===== config.mk =====
export PLATFORM = sky130hd
export DESIGN_NAME = seq_chunk_addr
export DESIGN_NICKNAME = d
export VERILOG_FILES = /design/src/rtl/seq_chunk_addr.sv
export SDC_FILE = /design/constraint.sdc
export NUM_CORES = 1
export LEC_CHECK = 0
export BUFFER_PORTS_ARGS = -buffer_cell sky130_fd_sc_hd__buf_2
export CORE_UTILIZATION = 62
export CTS_BUF_LIST = sky130_fd_sc_hd__clkbuf_8
export DETAILED_ROUTE_END_ITERATION = 7
export GPL_TIMING_DRIVEN = 0
export PLACE_DENSITY = 0.95
export SLEW_MARGIN = 20
export SYNTH_ARGS = -nofsm -noshare
export SYNTH_HDL_FRONTEND = slang
export SYNTH_SLANG_ARGS = --single-unit

===== constraint.sdc =====
create_clock -name clk -period 7.68 [get_ports clk]
set_clock_uncertainty 0.15 [all_clocks]
set_input_delay 2.304 -clock clk [delete_from_list [all_inputs] [get_ports clk]]
set_output_delay 2.304 -clock clk [all_outputs]
set_load 0.005 [all_outputs]

===== src/rtl/seq_chunk_addr.sv =====
// Multi-cycle adder/subtractor: adds CHUNK bits per clock through a ripple-carry chain.
// Define SEQ_CHUNK_ADDR_OVF_EN to build the signed-overflow flag; otherwise ovf is tied to 0.
module seq_chunk_addr #(
   parameter int WIDTH = 16,
   parameter int CHUNK = 4
) (
   input  logic             clk,
   input  logic             rst,
   input  logic             start,
   input  logic             sub,
   input  logic [WIDTH-1:0] in1,
   input  logic [WIDTH-1:0] in2,
   input  logic             cin,
   output logic             busy,
   output logic             done,
   output logic [WIDTH-1:0] out,
   output logic             cout,
   output logic             ovf
);

   localparam int N     = WIDTH / CHUNK;
   localparam int IDX_W = (N > 1) ? $clog2(N) : 1;

   typedef enum logic {IDLE, BUSY} state_t;

   state_t             state_q, state_d;
   logic [WIDTH-1:0]   a_q, a_d, b_q, b_d, res_q, res_d, out_q, out_d;
   logic [IDX_W-1:0]   idx_q, idx_d;
   logic               sub_q, sub_d, carry_q, carry_d;
   logic               done_q, done_d, cout_q, cout_d;
   logic [CHUNK-1:0]   ca, cb, csum;
   logic [CHUNK:0]     c;
   logic               last;

   // Chunk datapath: c[CHUNK-1] is the carry into the chunk MSB, c[CHUNK] the carry out.
   always_comb begin
      ca   = a_q[idx_q*CHUNK +: CHUNK];
      cb   = b_q[idx_q*CHUNK +: CHUNK];
      c    = '0;
      csum = '0;
      c[0] = carry_q | (sub_q & (idx_q == '0));
      for (int i = 0; i < CHUNK; i++) begin
         csum[i]  = ca[i] ^ cb[i] ^ c[i];
         c[i+1]   = (ca[i] & cb[i]) | (c[i] & (ca[i] ^ cb[i]));
      end
      last = (idx_q == IDX_W'(N-1));
   end

   always_comb begin
      state_d = state_q;
      a_d     = a_q;
      b_d     = b_q;
      sub_d   = sub_q;
      carry_d = carry_q;
      idx_d   = idx_q;
      res_d   = res_q;
      out_d   = out_q;
      cout_d  = cout_q;
      done_d  = 1'b0;
      case (state_q)
         IDLE: begin
            if (start) begin
               a_d     = in1;
               b_d     = sub ? ~in2 : in2;
               sub_d   = sub;
               carry_d = sub ? 1'b1 : cin;
               idx_d   = '0;
               state_d = BUSY;
            end
         end
         BUSY: begin
            res_d[idx_q*CHUNK +: CHUNK] = csum;
            carry_d = c[CHUNK];
            idx_d   = idx_q + 1'b1;
            if (last) begin
               idx_d   = '0;
               out_d   = res_d;
               cout_d  = c[CHUNK];
               done_d  = 1'b1;
               state_d = IDLE;
            end
         end
         default: state_d = IDLE;
      endcase
   end

   always_ff @(posedge clk or posedge rst) begin
      if (rst) begin
         state_q <= IDLE;
         a_q     <= '0;
         b_q     <= '0;
         sub_q   <= 1'b0;
         carry_q <= 1'b0;
         idx_q   <= '0;
         res_q   <= '0;
         out_q   <= '0;
         cout_q  <= 1'b0;
         done_q  <= 1'b0;
      end else begin
         state_q <= state_d;
         a_q     <= a_d;
         b_q     <= b_d;
         sub_q   <= sub_d;
         carry_q <= carry_d;
         idx_q   <= idx_d;
         res_q   <= res_d;
         out_q   <= out_d;
         cout_q  <= cout_d;
         done_q  <= done_d;
      end
   end

`ifdef SEQ_CHUNK_ADDR_OVF_EN
   logic ovf_q, ovf_d;

   always_comb begin
      ovf_d = ovf_q;
      if (state_q == BUSY && last) ovf_d = c[CHUNK-1] ^ c[CHUNK];
   end

   always_ff @(posedge clk or posedge rst) begin
      if (rst) ovf_q <= 1'b0;
      else     ovf_q <= ovf_d;
   end

   assign ovf = ovf_q;
`else
   assign ovf = 1'b0;
`endif

   assign busy = (state_q == BUSY);
   assign done = done_q;
   assign out  = out_q;
   assign cout = cout_q;

endmodule


==> impl_metrics.py <==
metrics = {
    "clock_network": {
        "clk_pin_slew_ns": 0.07,
        "cts-root-buf": "clkbuf_8",
        "post_cts_buffers": 0,
        "clk_path_buf_depth": 2,
        "cts.repair.resized": 0,
        "ctsHoldBuffers": 0,
        "cts_tree": "built",
        "ctsHtreeMaxLevel": 3,
        "cts_made_buffers": 9,
        "cts_sinks": 67,
        "clk_latency_ns": 0.35,
    },
    "synth": {
        "synth.area.mux_share_pct": 14.7,
        "synth_edf_count": 0,
        "yosysTopAreaCellShare_pct": 51.2,
        "yosys.area_share.simple_pct": 10.3,
        "synth_fa_ha_area_share_pct": 3.97,
        "yosysMostFrequentCell": "dfrtp_1",
        "synth_top_family_by_area": "multiplexers",
        "synth_xor_area_share_pct": 4.28,
        "yosys-top-cells-count": "67 x dfrtp_1, 36 x nand2_1, 26 x o21ai_0",
        "ys_ff_latch": 67,
        "synth.area.top_cells": "dfrtp_1 51%, mux2_4 7.8%, mux4_2 4.8%",
        "syn-cell-area_sq_mm": 0.00328,
        "netlist_instances": 278,
        "synthDistinctLibCells": 40,
        "synth.avg_cell_area_sq_um": 11.8,
        "ys.flop_type": "dfrtp_1",
        "yosys_warnings": 0,
        "yosys.area.top_type": "dfrtp_1",
        "ys_async_sr_fraction_pct": 100,
        "synth_compound_area_share_pct": 9.89,
        "synth_seq_area_share_pct": 51.2,
        "syn_nets": 323,
    },
    "setup_path": {
        "critical_path_arrival_ns": 3.82,
        "crit_required_ns": 7.76,
        "startpoint_type": "flop",
        "cp_max_fo": 10,
        "cp-end-kind": "flop",
        "startpoint": "idx_q[0]$_DFFE_PP0P_",
        "r2r-start": "idx_q[0]$_DFFE_PP0P_",
        "crit_type": "reg -> reg",
        "ff2ff_setup_slack_ns": 3.94,
    },
    "sta": {
        "drv_slew": 0,
        "period_needed_ns": 3.74,
        "final_hold_viol_count": 0,
        "fmax_mhz": 267,
        "period_share_pct": 48.7,
        "rsz0062_at_grt": "no",
        "final.setup.tns_ns": 0,
        "setup_viol": 0,
    },
    "global_route": {
        "overflow": 0,
        "grt_pass1_wl_mm": 10.6,
        "grt_usage_pct": 26.6,
        "grt_pass1_vias": 2279,
        "antenna_found_initial": 0,
        "grt_max_degree": 42,
    },
    "run_status": {
        "status": "finished with violations",
        "violations": "DRC",
    },
    "floorplanning": {
        "dieArea_sq_mm": 0.00558,
        "die_w_microns": 74.7,
        "core_area_sq_mm": 0.00511,
        "ios": 57,
        "die_h_microns": 74.7,
        "initial_core_util_pct": 64.2,
        "row_count": 26,
    },
    "cells_and_area": {
        "fillCellCount": 361,
        "instances_no_fill": 418,
        "utilization_pct": 75.1,
        "areaGrowthSynthToFinish_pct": 17.1,
        "diodes": 0,
        "fin_nets": 389,
        "post_route_cells_drive_above_1_share_pct": 33.3,
    },
    "placed_design": {
        "dpl.cell_count": 403,
        "io_buffers": 54,
        "gp_congestion": 0.832,
        "dp.final_hpwl_mm": 4.75,
    },
    "route": {
        "wirelength_mm": 6.67,
        "antenna_left": 0,
        "wl_met1_mm": 2.71,
        "drtIter0Drc": 187,
        "firstDrtPassIters": 6,
        "vias_per_cell": 5.58,
        "routed-wl-met3_microns": 327,
        "routed.top_layer": "met4",
        "dr_wl_met2_mm": 3.56,
        "drc": 1,
        "routedWlPerCell_microns": 15.9,
        "via_count": 2334,
    },
    "pwr": {
        "ir_drop_mv": 0.305,
        "power.total_uw": 1760,
        "powerDensity_mw_per_mm2": 460,
        "p_leak_uw": 0.00188,
    },
    "min_path": {
        "min_from": "b_q[12]$_DFFE_PP0P_",
        "hold_class": "reg -> reg",
    },
    "run": {
        "maxCapViolations": 0,
    },
}
-- critical path, cell delays in order (launching register included) --
cell	delay, ns
dfrtp_1	0.40
buf_6	0.16
buf_6	0.15
inv_2	0.08
ha_1	0.20
buf_2	0.24
a21oi_1	0.11
fa_1	0.37
inv_1	0.08
fa_1	0.17
inv_1	0.06
fa_1	0.37
inv_1	0.08
fa_1	0.42
clkbuf_1	0.23
a221o_1	0.36
-- metrics by stage --
stage | area (sq um) | hold slack [ns] | worst slack, ns
3_3_place_gp | 3630 | 0.305 | 2.90
3_5_place_dp | 3660 | 0.317 | 3.96
2_1_floorplan | 3280 | 0.292 | 3.54
5_1_grt | 3840 | 0.357 | 3.76
4_1_cts | 3840 | 0.334 | 3.93
6_report | 3840 | 0.332 | 3.94
-- logic make-up (layout without fill, tap and decap cells) --
family | count (synthesis) | count (layout)
DFF | 67 | 67
other | 1 | 1
and+or+nand+nor | 69 | 69
adders and majority gates | 8 | 8
muxes | 29 | 29
xor gates and xnor gates | 16 | 16
buffers and inverters | 34 | 104
AOI/OAI and AO/OA | 54 | 54
-- path summary, 6_finish.rpt --
check                                       to  cells past startpoint
max                         out[7]$_DFFE_PP0P_                     15
min                        b_q[12]$_DFFE_PP0P_                      2
min in group asynchronous  b_q[15]$_DFFE_PP0P_                      2
max reg2reg                 out[7]$_DFFE_PP0P_                     15
min reg2reg                b_q[12]$_DFFE_PP0P_                      2
max in group asynchronous   out[1]$_DFFE_PP0P_                      3
-- per-layer routing --
layer	vias to the layer above	GRT usage (%)
met5	-	0
met4	0	11.9
met3	6	5.49
met2	82	45.7
met1	1155	32.6
li1	1091	-
-- cell type report --
cell class	instances	area (sq um)	share of cell area, %
Sequential cell	67	1680	43.7
Clock buffer	12	165	4.31
Buffer	21	133	3.46
Multi-Input combinational cell	177	1420	37.0
Inverter	13	51.3	1.34
Tap cell	70	87.6	2.28
Timing Repair Buffer	55	290	7.57
Clock inverter	3	13.8	0.359
-- power breakdown --
group | switching (uW) | internal (uW)
clock network | 130 | 140
registers | 88.6 | 508
logic | 504 | 394
total | 723 | 1040
-- state kept, by name (all words and copies together) (netlist names) --
| register | count |
|---|---|
| b_q | 16 |
| carry_q | 1 |
| idx_q | 2 |
| cout | 1 |
| out | 16 |
| busy | 1 |
| a_q | 16 |
| res_q | 12 |
| done | 1 |
| sub_q | 1 |
-- cells in the final DEF (no fill, tap or decap), types with 7 or more instances in the layout --
| cell type | instances |
|---|---|
| nand2_1 | 36 |
| o21ai_0 | 26 |
| a21oi_1 | 10 |
| nor2_1 | 10 |
| dfrtp_1 | 67 |
| buf_2 | 63 |
| mux2_4 | 17 |
| inv_1 | 12 |
| xnor2_1 | 16 |
| mux4_2 | 7 |
| clkbuf_8 | 12 |
(Power assumes the default switching activity.)
